### src/rtl/sysarray_pkg.sv
// Shared definitions for the systolic array edge blocks: default geometry
// and small elaboration-time helpers.
package sysarray_pkg;

    localparam int DW_DEF    = 32;
    localparam int LANES_DEF = 4;
    localparam int DEPTH_DEF = 8;

    function automatic int clog2(input int value);
        int result;
        int rem;
        result = 0;
        rem    = value - 1;
        while (rem > 0) begin
            result = result + 1;
            rem    = rem >> 1;
        end
        return result;
    endfunction

    // LSB position of lane k in a packed multi-lane bus.
    function automatic int lane_lsb(input int k, input int dw);
        return k * dw;
    endfunction

endpackage

### src/rtl/sysarray_drain_skew_line.sv
// Fixed-length delay chain of reset-clearable registers; STAGES=0 is a wire.
module skew_line #(
    parameter int STAGES = 1,
    parameter int DW     = 1
) (
    input  logic          clock,
    input  logic          reset_n,
    input  logic [DW-1:0] din,
    output logic [DW-1:0] dout
);

    generate
        if (STAGES == 0) begin : g_pass
            logic unused_clk_rst;
            assign unused_clk_rst = clock ^ reset_n;
            assign dout           = din;
        end else begin : g_regs
            logic [DW-1:0] stage_q [STAGES];
            logic [DW-1:0] stage_d [STAGES];

            always_comb begin
                stage_d[0] = din;
                for (int i = 1; i < STAGES; i++) begin
                    stage_d[i] = stage_q[i-1];
                end
            end

            always_ff @(posedge clock or negedge reset_n) begin
                if (!reset_n) begin
                    for (int i = 0; i < STAGES; i++) begin
                        stage_q[i] <= '0;
                    end
                end else begin
                    for (int i = 0; i < STAGES; i++) begin
                        stage_q[i] <= stage_d[i];
                    end
                end
            end

            assign dout = stage_q[STAGES-1];
        end
    endgenerate

endmodule

### src/rtl/sysarray_drain.sv
// Collects the staggered result lanes leaving the array, re-aligns them into
// rows and buffers the rows in a small FIFO behind a valid/ready port.
module sysarray_drain
    import sysarray_pkg::*;
#(
    parameter int DW    = DW_DEF,
    parameter int LANES = LANES_DEF,
    parameter int DEPTH = DEPTH_DEF
) (
    input  logic                      clock,
    input  logic                      reset_n,
    input  logic                      in_valid,
    input  logic [LANES*DW-1:0]       in_data,
    output logic                      out_valid,
    input  logic                      out_ready,
    output logic [LANES*DW-1:0]       out_data,
    output logic                      stall_req,
    output logic                      overflow,
    input  logic                      ovf_clr,
    output logic [clog2(DEPTH):0]     count
);

    localparam int AW = clog2(DEPTH);
    localparam int CW = AW + 1;
    localparam int W  = LANES * DW;

    logic         row_valid;
    logic [W-1:0] row_data;

    // Lane k arrives k cycles late, so it is held back by the remaining
    // LANES-1-k cycles; the last lane is already aligned.
    genvar gi;
    generate
        for (gi = 0; gi < LANES; gi++) begin : g_lane
            skew_line #(
                .STAGES (LANES - 1 - gi),
                .DW     (DW)
            ) u_skew (
                .clock   (clock),
                .reset_n (reset_n),
                .din     (in_data[lane_lsb(gi, DW) +: DW]),
                .dout    (row_data[lane_lsb(gi, DW) +: DW])
            );
        end
    endgenerate

    skew_line #(
        .STAGES (LANES - 1),
        .DW     (1)
    ) u_valid_skew (
        .clock   (clock),
        .reset_n (reset_n),
        .din     (in_valid),
        .dout    (row_valid)
    );

    logic [AW:0]   wr_ptr_q, wr_ptr_d;
    logic [AW:0]   rd_ptr_q, rd_ptr_d;
    logic [CW-1:0] count_q, count_d;
    logic          overflow_q, overflow_d;
    logic          stall_req_q, stall_req_d;
    logic [W-1:0]  mem_q [DEPTH];

    logic empty, full, pop, push, drop;

    assign empty = (wr_ptr_q == rd_ptr_q);
    assign full  = (wr_ptr_q[AW-1:0] == rd_ptr_q[AW-1:0]) && (wr_ptr_q[AW] != rd_ptr_q[AW]);
    assign pop   = !empty && out_ready;
    // A pop frees the head slot in the same edge, so a full FIFO can still accept.
    assign push  = row_valid && (!full || pop);
    assign drop  = row_valid && full && !pop;

    always_comb begin
        wr_ptr_d    = wr_ptr_q;
        rd_ptr_d    = rd_ptr_q;
        count_d     = count_q;
        overflow_d  = overflow_q;
        if (push) begin
            wr_ptr_d = wr_ptr_q + (AW+1)'(1);
        end
        if (pop) begin
            rd_ptr_d = rd_ptr_q + (AW+1)'(1);
        end
        case ({push, pop})
            2'b10:   count_d = count_q + CW'(1);
            2'b01:   count_d = count_q - CW'(1);
            default: count_d = count_q;
        endcase
        if (drop) begin
            overflow_d = 1'b1;
        end else if (ovf_clr) begin
            overflow_d = 1'b0;
        end
        // Leave room for the rows that may already be inside the skew lines.
        stall_req_d = (DEPTH - int'(count_d)) <= (LANES - 1);
    end

    always_ff @(posedge clock or negedge reset_n) begin
        if (!reset_n) begin
            wr_ptr_q    <= '0;
            rd_ptr_q    <= '0;
            count_q     <= '0;
            overflow_q  <= 1'b0;
            stall_req_q <= 1'b0;
        end else begin
            wr_ptr_q    <= wr_ptr_d;
            rd_ptr_q    <= rd_ptr_d;
            count_q     <= count_d;
            overflow_q  <= overflow_d;
            stall_req_q <= stall_req_d;
        end
    end

    always_ff @(posedge clock) begin
        if (push) begin
            mem_q[wr_ptr_q[AW-1:0]] <= row_data;
        end
    end

    assign out_valid = !empty;
    assign out_data  = empty ? '0 : mem_q[rd_ptr_q[AW-1:0]];
    assign stall_req = stall_req_q;
    assign overflow  = overflow_q;
    assign count     = count_q;

endmodule
### config.mk
export PLATFORM = sky130hd
export DESIGN_NAME = sysarray_drain
export DESIGN_NICKNAME = d
export VERILOG_FILES = /design/src/rtl/sysarray_pkg.sv /design/src/rtl/sysarray_drain_skew_line.sv /design/src/rtl/sysarray_drain.sv
export SDC_FILE = /design/constraint.sdc
export NUM_CORES = 1
export LEC_CHECK = 0
export ABC_CLOCK_PERIOD_IN_PS = 18200
export BUFFER_PORTS_ARGS = -buffer_cell sky130_fd_sc_hd__buf_2
export CAP_MARGIN = 10
export CORE_MARGIN = 2
export CORE_UTILIZATION = 30
export DETAILED_ROUTE_END_ITERATION = 8
export SYNTH_ARGS = -nofsm -noshare
export SYNTH_HDL_FRONTEND = slang
export SYNTH_SLANG_ARGS = --single-unit
### constraint.sdc
create_clock -name clock -period 18.2 [get_ports clock]
set_clock_uncertainty 0.1 [all_clocks]
set_input_delay 1.82 -clock clock [delete_from_list [all_inputs] [get_ports clock]]
set_output_delay 1.82 -clock clock [all_outputs]
set_load 0.01 [all_outputs]
==> After elaboration in Yosys (flattened, before gate mapping) <==
Memories as Yosys holds them, arrays and structs flattened.
Cells that the tools add are included.
{ "word_totals": {"register_bits": 209, "latchBits": 0, "ramBits": 1024, "rom_bits": 0, "in_bits": 133, "output_inout_bits": 135, "elab_cells": 42, "mem_count": 1} }
{ "mem_list": {"columns": ["memory", "depth", "width", "read_ports", "rd_ports_with_merged_regs", "wr", "line", "rtl"], "rows": [
  ["mem_q", 8, 128, 1, 0, 1, "sysarray_drain.sv:62", "logic [W-1:0] mem_q [DEPTH];"]
]} }
{ "classes": {"addsub": 5, "n_mul": 0, "div_mod_pow": 0, "magnitude_cmp": 1, "eq_ne": 5, "n_shift": 0, "mux": 6, "n_bitwise": 0, "reduce_logical": 10} }
{ "ops": {"columns": ["op", "count"], "rows": [
  ["128-bit 2-to-1 mux", 1],
  ["4-bit by 1-bit adder with 4-bit output (second input constant)", 3],
  ["4-bit one-hot mux with 2 select lines", 1],
  ["5-bit by 3-bit less-or-equal comparator with 1-bit output (second input constant)", 1],
  ["1-bit logical AND", 5],
  ["4-bit by 4-bit subtractor with 5-bit output (first input constant)", 1],
  ["4-bit == test", 1],
  ["1-bit 2-to-1 mux", 4],
  ["4-bit by 1-bit subtractor with 4-bit output (second input constant)", 1],
  ["3-bit == test", 1],
  ["1-bit zero test", 3],
  ["2-bit by 1-bit == test with 1-bit output (second input constant)", 1],
  ["2-bit == test (second input constant)", 1],
  ["2-bit nonzero test", 1],
  ["1-bit logical OR", 1],
  ["1-bit != test", 1]
]} }

==> Depth between registers and ports, before layout <==
Gate-level depths: netlist of the first run.
{ "depth": {"ltp_word": 9, "ltp_mapped": 14, "ltp_nobuf": 13} }

==> Modules after synthesis <==
A second synthesis of the first run with hierarchy kept.
{ "unflattened": {"hier_cells": 1956, "hier_area_um2": 44831.7} }
{ "modules_own_cells": {"columns": ["module", "n_inst", "cells_each", "area_each_um2", "seq_area_each_um2"], "rows": [
  ["sysarray_drain", 1, 1729, 39711.8, 31099.8],
  ["skew_line (g_lane[0].u_skew)", 1, 96, 2402.3, 2402.3],
  ["skew_line (g_lane[1].u_skew)", 1, 64, 1601.5, 1601.5],
  ["skew_line (g_lane[2].u_skew)", 1, 32, 800.8, 800.8],
  ["skew_line (g_lane[3].u_skew)", 1, 32, 240.2, 0.0],
  ["skew_line (u_valid_skew)", 1, 3, 75.1, 75.1]
]} }

==> Worst setup path before layout of the first run <==
OpenSTA, ideal clock, no wires.
{ "synth_path": {"kind": "input -> register", "from": "input out_ready", "to": "memory mem_q[0][0] in the netlist's numbering (enable)", "setup_ns": 0.773, "t_arrival_ns": 10.997, "required_time_ns": 17.327, "setup_slack_ns": 6.330, "path_stages": 4, "path_buffers": 0, "cell_sequence": "nor2_1 a21boi_1 nand2b_1 nor3_1"} }
{ "synth_between": {"elab_chain_cells": 5} }
{ "synth_rtl": {"columns": ["item", "line", "rtl"], "rows": [
  ["start, declared", "sysarray_drain.sv:15", "input logic out_ready,"],
  ["1-bit logical AND", "sysarray_drain.sv:68", "assign pop = !empty && out_ready;"],
  ["1-bit logical OR", "sysarray_drain.sv:70", "assign push = row_valid && (!full || pop);"],
  ["1-bit logical AND", "sysarray_drain.sv:70", null],
  ["1-bit 2-to-1 mux", "sysarray_drain.sv:115", "if (push) begin"],
  ["1-bit 2-to-1 mux (implied by the code)", "sysarray_drain.sv:116", "mem_q[wr_ptr_q[AW-1:0]] <= row_data;"],
  ["end, declared", "sysarray_drain.sv:62", null]
]} }
No other way between the ends.

==> Worst setup path after layout of the first run <==
{ "layout_path": {"from": "register rd_ptr_q[0]", "to": "output out_data[75]"} }
{ "layout_between": {"elab_chain_cells": 2, "elab_cells_between_ends": 3, "cone_classes": "eq/ne (1); mux (1); memory (1)"} }
{ "layout_rtl": {"columns": ["item", "line", "rtl"], "rows": [
  ["start, declared", "sysarray_drain.sv:58", "logic [AW:0] rd_ptr_q, rd_ptr_d;"],
  ["start signal, assigned", "sysarray_drain.sv:107", "rd_ptr_q <= rd_ptr_d;"],
  ["memory read 8 x 128 bit or 4-bit == test (tied branches)", null, null],
  ["128-bit 2-to-1 mux *", "sysarray_drain.sv:121", "assign out_data = empty ? '0 : mem_q[rd_ptr_q[AW-1:0]];"],
  ["end, declared", "sysarray_drain.sv:16", "output logic [LANES*DW-1:0] out_data,"]
]} }
Every way passes the cells marked *; elsewhere a longest branch is shown, timed or not.

==> impl_metrics.tcl, run 1 <==
set metrics [dict create \
    status "completed" \
    r2r_end "mem_q[2][81]" \
    grt-busiest-layer "met2" \
    grt_overflow_total 0 \
    cts_num_sinks 1233 \
    final_nets 2412 \
    num_io_pins 268 \
    syn_to_final_growth_pct 18.9 \
    drv_slew 0 \
    die_w_um 389 \
    holdBufCountCts 0 \
    ys_warn_count 0 \
    hold_path.class "flop to flop" \
    path_cells "buf_4 > buf_4 > buf_4 > mux4_2 > mux2i_1 > nor2_1 > buf_2" \
    end_kind "primary output" \
    vias 19900 \
    total_power_mw 8.96 \
    slew_headroom 0.268 \
    synth_top_cell_by_area "edfxtp_1" \
    slowest_stage "dfrtp_4" \
    ys_ff_latch 1233 \
    die_y_um 389 \
    yosysSeqAreaShare 0.808 \
    cellLeakagePower_nw 18.2 \
    required_ns 16.28 \
    crit_type "flop to primary output" \
    worstSetupStartpointType "flop" \
    hold-path-cell-count 0 \
    critPathMaxFanout 52 \
    async_reset_ff_frac 0.170 \
    gr-usage-met3 0.0294 \
    synth_top_area_frac 0.690 \
    cts-root-buf "clkbuf_16" \
    arrival_ns 5.59 \
    fin_setup_tns_ns 0 \
    met2_usage 0.215 \
    seqCellArea_um2 36000 \
    cpPeakStageDelay_ns 1.14 \
    grt_pass1_wl_mm 142 \
    drv_cap 0 \
    cts.reportedPaths.clkPinSlew_ns 0.06 \
    cts_tree "built" \
    syn-mean-instance-area_um2 23.2 \
    min_to "g_lane[1].u_skew.dout[13]" \
    postSynthCellCount 1919 \
    grt_pass1_vias 21700 \
    worst-slew-pin-transition_ns 1.10 \
    rows 141 \
    ys_types 39 \
    drive_above_1_share 0.334 \
    final-hold-violation-count 0 \
    avgViaCountPerCell 4.60 \
    drcViolationCount 0 \
    r2r_slack_ns 13.07 \
    multi_input_area_um2 8200 \
    hpwlAfterDp_mm 52.4 \
    hold_path_startpoint "g_lane[1].u_skew.g_regs.stage_d[13]" \
    place.port_buffers 267 \
    pre_cts_slack_ns 11.27 \
    htree_levels 4 \
    r2r_cells 7 \
    start_util 0.302 \
    grt_usage 0.128 \
    ir_worst_vdd_mv 0.125 \
    synth_flop_cell "edfxtp_1" \
    crit_top_cell "buf_4" \
    holdWs_ns 0.238 \
    drtPass1Iterations 5 \
    fmax_mhz 133 \
    postCtsSetupBuffers 0 \
    clock_latency_ns 0.76 \
    syn-num-nets 2057 \
    finalSetupViolations 0 \
    finalCriticalPeriod_ns 7.51 \
    cts.path.max_buffers 3 \
    postRouteAntennaNets 0 \
    ctsResizeCount 0 \
    finalWeightedCongestion 0.695 \
    syn_area_um2 44500 \
    antenna_found_initial 6 \
    core_um2 147000 \
    r2r-start "rd_ptr_q[0]" \
    grt_max_degree 71 \
    rsz0062_at_grt "no" \
    final.setup.worst_slack_ns 10.69 \
    nFillCells 13400 \
    fin_crit_sh 0.413 \
    synth_area_leaders "edfxtp_1 (69%), mux4_2 (13%), dfrtp_1 (12%), mux2i_1 (2.9%), nor2_1 (1.2%)" \
    dieArea_um2 152000 \
    first_iter_violations 1384 \
    met1_usage 0.164 \
    finalWirelength_mm 97.0 \
    utilization 0.359 \
    powerDensity_nw_per_um2 169 \
    post_drt_wl_per_cell_um 22.5 \
    synth_edf_count 1024 \
    cts-buffers-inserted 134 \
]
==> synthesized netlist by cell type, types with 3 or more instances <==
library cell	instances
inv_1	5
buf_1	18
ha_1	5
nand2b_1	4
clkbuf_1	44
edfxtp_1	1024
nor2_1	139
xnor2_1	5
buf_2	26
nor3_1	4
xor2_1	4
mux2i_1	129
nand3_1	5
xnor2_2	5
o21ai_0	3
dfrtp_1	209
nand2_1	8
mux4_2	256
==> critical path: cells and delay by family, from the launching register on <==
kind,cells,cell delay (ns)
DFF,1,1.14
muxes,2,0.86
and+or+nand+nor,1,0.12
buffers and inverters,4,2.53
==> routing by layer <==
metal	vias up	routed length [µm]
met2	479	48800
met5	-	46
met4	6	1730
met1	10700	41400
met3	127	5030
li1	8530	-
==> how the worst max path moves through the flow <==
stage / depth (start not counted) / to / slack, ns / start
3_5_place_dp: 7 / out_data[70] / 11.27 / rd_ptr_q[0]
6_report: 7 / out_data[75] / 10.69 / rd_ptr_q[0]
2_1_floorplan: 4 / mem_q[0][0] / 6.33 / out_ready
4_1_cts: 7 / out_data[70] / 10.40 / rd_ptr_q[0]
5_1_grt: 7 / out_data[70] / 10.09 / rd_ptr_q[0]
3_3_place_gp: 7 / out_data[70] / 11.35 / rd_ptr_q[0]
==> layout by cell type, fill, tap and decap left out, types with 4 or more instances in the layout <==
cell type and instances:
buf_4 42, clkinv_1 17, buf_2 266, nor2_1 133
clkinv_8 6, nand2b_1 4, xor2_1 4, clkbuf_8 25
mux4_2 256, clkbuf_16 138, mux2i_1 129, clkinv_2 9
ha_1 5, clkbuf_1 27, nor2_4 6, clkinvlp_4 5
bufinv_16 11, inv_6 5, xnor2_1 5, nand3_1 5
dfrtp_1 206, xnor2_2 5, inv_1 5, nand2_1 8
edfxtp_1 1024
==> logic make-up (layout without fill, tap and decap cells) <==
kind of cell,count (synthesis),count (layout),synth area share
flops,1233,1233,0.808
other cells,0,2,0
xor+xnor,15,15,0.00410
simple gates,167,167,0.0153
buf+inv,97,564,0.00916
compound gates,15,15,0.00312
fa+ha+maj,5,5,0.00140
mux,387,387,0.159
==> report_power, final <==
part           leakage, nW  internal, mW  total [mW]  switching [mW]
logic                 4.23          1.08        2.52            1.44
clock network         2.24          1.66        2.77            1.10
registers             11.7          3.47        3.67           0.201
==> state kept, by name (all words and copies together), names as in the netlist <==
signal                        flops
mem_q                          1024
wr_ptr_q                          4
rd_ptr_q                          4
count                             4
stall_req                         1
overflow                          1
u_valid_skew.g_regs.stage_d       2
g_lane.u_skew.dout               96
g_lane.u_skew.g_regs.stage_d     96
u_valid_skew.dout                 1
==> layout make-up <==
type                    count  area share
repair buffers            309      0.0314
flip-flops and latches   1233       0.680
inverters                   7    0.000496
clock inverters            58      0.0139
well taps                1930      0.0456
clock buffers             190      0.0736
diodes                      2   0.0000945
multi-input cells         589       0.155
==> through the flow <==
stage               area [µm²]  instances
CTS                      52900       4316
detailed placement       48300       4068
global route             52900       4316
floorplan                44500       1919
global placement         48300       4068
finish                   52900       4318
No activity file was read; power rests on OpenSTA's default activity.
==> inputs of run 2 (changes only) <==
- ABC_CLOCK_PERIOD_IN_PS: 18200 -> 7300
- clock period: 18.2 -> 7.3 ns (I/O delays scaled with it)
==> impl_metrics.tcl, run 2 (synthesized netlist as in run 1, its figures left out) <==
set metrics [dict create \
    powerDensity_nw_per_um2 415 \
    vias 20300 \
    comb_power_share 0.289 \
    crit_type "flop to primary output" \
    drive_above_1_share 0.325 \
    hpwlAfterDp_mm 52.6 \
    drcViolationCount 0 \
    start_util 0.302 \
    cts_tree "built" \
    cts-buffers-inserted 134 \
    worst-slew-pin-transition_ns 1.17 \
    postRouteAntennaNets 0 \
    ir_worst_vdd_mv 0.297 \
    r2r-start "rd_ptr_q[0]" \
    avgViaCountPerCell 4.61 \
    arrival_ns 4.47 \
    crit_top_cell "buf_4" \
    num_io_pins 268 \
    ctsResizeCount 0 \
    cts.reportedPaths.clkPinSlew_ns 0.06 \
    nFillCells 13300 \
    grt_pass1_vias 22200 \
    required_ns 6.47 \
    slew_headroom 0.216 \
    cts_num_sinks 1233 \
    cpPeakStageDelay_ns 0.95 \
    drv_slew 0 \
    final_nets 2510 \
    htree_levels 4 \
    post_drt_wl_per_cell_um 22.7 \
    end_kind "primary output" \
    r2r_slack_ns 3.18 \
    path_delay_family "buffers and inverters" \
    holdWs_ns 0.132 \
    p_switching_mw 6.97 \
    cts-root-buf "clkbuf_16" \
    final.setup.worst_slack_ns 2.00 \
    utilization 0.366 \
    grt_usage 0.133 \
    p_seq_frac 0.404 \
    syn_to_final_growth_pct 21.1 \
    finalCriticalPeriod_ns 5.30 \
    worstSetupStartpointType "flop" \
    clkPwrFrac 0.307 \
    finalWirelength_mm 100 \
    die_y_um 389 \
    pre_cts_slack_ns 2.60 \
    cp-startpoint "rd_ptr_q[0]" \
    final-hold-violation-count 0 \
    drv_cap 0 \
    rsz0062_at_grt "no" \
    critPathMaxFanout 42 \
    rows 141 \
    dpl.cell_count 4068 \
    clock_latency_ns 0.77 \
    grt_max_degree 66 \
    grt_pass1_wl_mm 147 \
    cellLeakagePower_nw 18.6 \
    status "completed" \
    finalSetupViolations 0 \
    layout_commonest_cell "edfxtp_1" \
    critPathCapture "out_data[70]" \
    grt_overflow_total 0 \
    largest_reg_flops 1024 \
    place.port_buffers 267 \
    p_int_mw 15.4 \
    first_iter_violations 1448 \
    r2r_end "stall_req" \
    cp_num_cells 6 \
    r2r_cells 9 \
    dieArea_um2 152000 \
    fmax_mhz 189 \
    path_buf_inv 3 \
    finalWeightedCongestion 0.680 \
    hold_path.class "primary input to flop" \
    cts.path.max_buffers 3 \
    drtPass1Iterations 5 \
    slowest_stage "dfrtp_4" \
    mostFrequentLayoutCells "edfxtp_1 (1024), buf_2 (266), mux4_2 (256)" \
    core_um2 147000 \
    p_sw_frac 0.311 \
    postCtsSetupBuffers 0 \
    path_cells "buf_4 > buf_4 > mux4_2 > mux2i_1 > nor2_1 > buf_2" \
    fin_crit_sh 0.726 \
    antenna_found_initial 5 \
    stdcell_count 4415 \
    die_w_um 389 \
]
-- run 2: cell count changes in the layout (fill, tap and decap cells not counted), sizes merged --
cell	change
inv	+4
dlygate4sd3	+98
clkinv	+17
clkbuf	-21
bufinv	+1
clkinvlp	-2
-- run 2: area by class of cell --
type                            count  area, µm²  area share
Timing Repair Buffer              407       2670      0.0495
Tap cell                         1930       2410      0.0448
Multi-Input combinational cell    589       8220       0.152
Antenna cell                        2       5.00   0.0000928
Sequential cell                  1233      36000       0.667
Clock inverter                     78        975      0.0181
Clock buffer                      169       3640      0.0674
Inverter                            7       26.3    0.000487
-- run 2: metal layers --
layer	GRT usage	share of wire	vias up
li1	-	-	8715
met1	0.171	0.43	11000
met2	0.222	0.50	518
met3	0.0313	0.052	149
met4	0.0394	0.020	6
met5	0	0.00039	-
-- run 2: metrics by stage --
stage | instance area, µm² | total power [mW] | setup TNS [ns]
after floorplan | 44600 | 13.4 | -45.91
after global placement | 48300 | 15.7 | 0
after detailed placement | 48300 | 15.8 | 0
after CTS | 53900 | 22.8 | 0
after global routing | 53900 | 23.5 | 0
final | 53900 | 22.4 | 0
-- run 2: power by group through the flow --
| stage | sequential [mW] | clock, mW | combinational [mW] |
|---|---|---|---|
| after global placement | 9.14 | 0 | 6.55 |
| after CTS | 9.08 | 7.10 | 6.67 |
| after floorplan | 9.10 | 0 | 4.25 |
| final | 9.06 | 6.88 | 6.46 |
| after global routing | 9.15 | 7.36 | 7.01 |
| after detailed placement | 9.22 | 0 | 6.60 |
-- run 2: what timing repair did --
| action | in CTS | in global routing |
|---|---|---|
| hold endpoints to repair | 152 | 0 |
| endpoints found under the setup margin | 0 | 0 |
| hold buffers | 98 | 0 |
-- run 2: how the worst min path moves through the flow --
stage                                      to  cells past startpoint  slack (ns)                                 from
CTS                             mem_q[0][126]                      1        0.02                         in_data[126]
global route                    mem_q[4][126]                      1        0.08                         in_data[126]
global placement     g_lane[0].u_skew.dout[6]                      0        0.23   g_lane[0].u_skew.g_regs.stage_d[6]
finish                          mem_q[0][115]                      1        0.13                         in_data[115]
floorplan            g_lane[0].u_skew.dout[0]                      0        0.23   g_lane[0].u_skew.g_regs.stage_d[0]
detailed placement  g_lane[0].u_skew.dout[28]                      0        0.23  g_lane[0].u_skew.g_regs.stage_d[28]
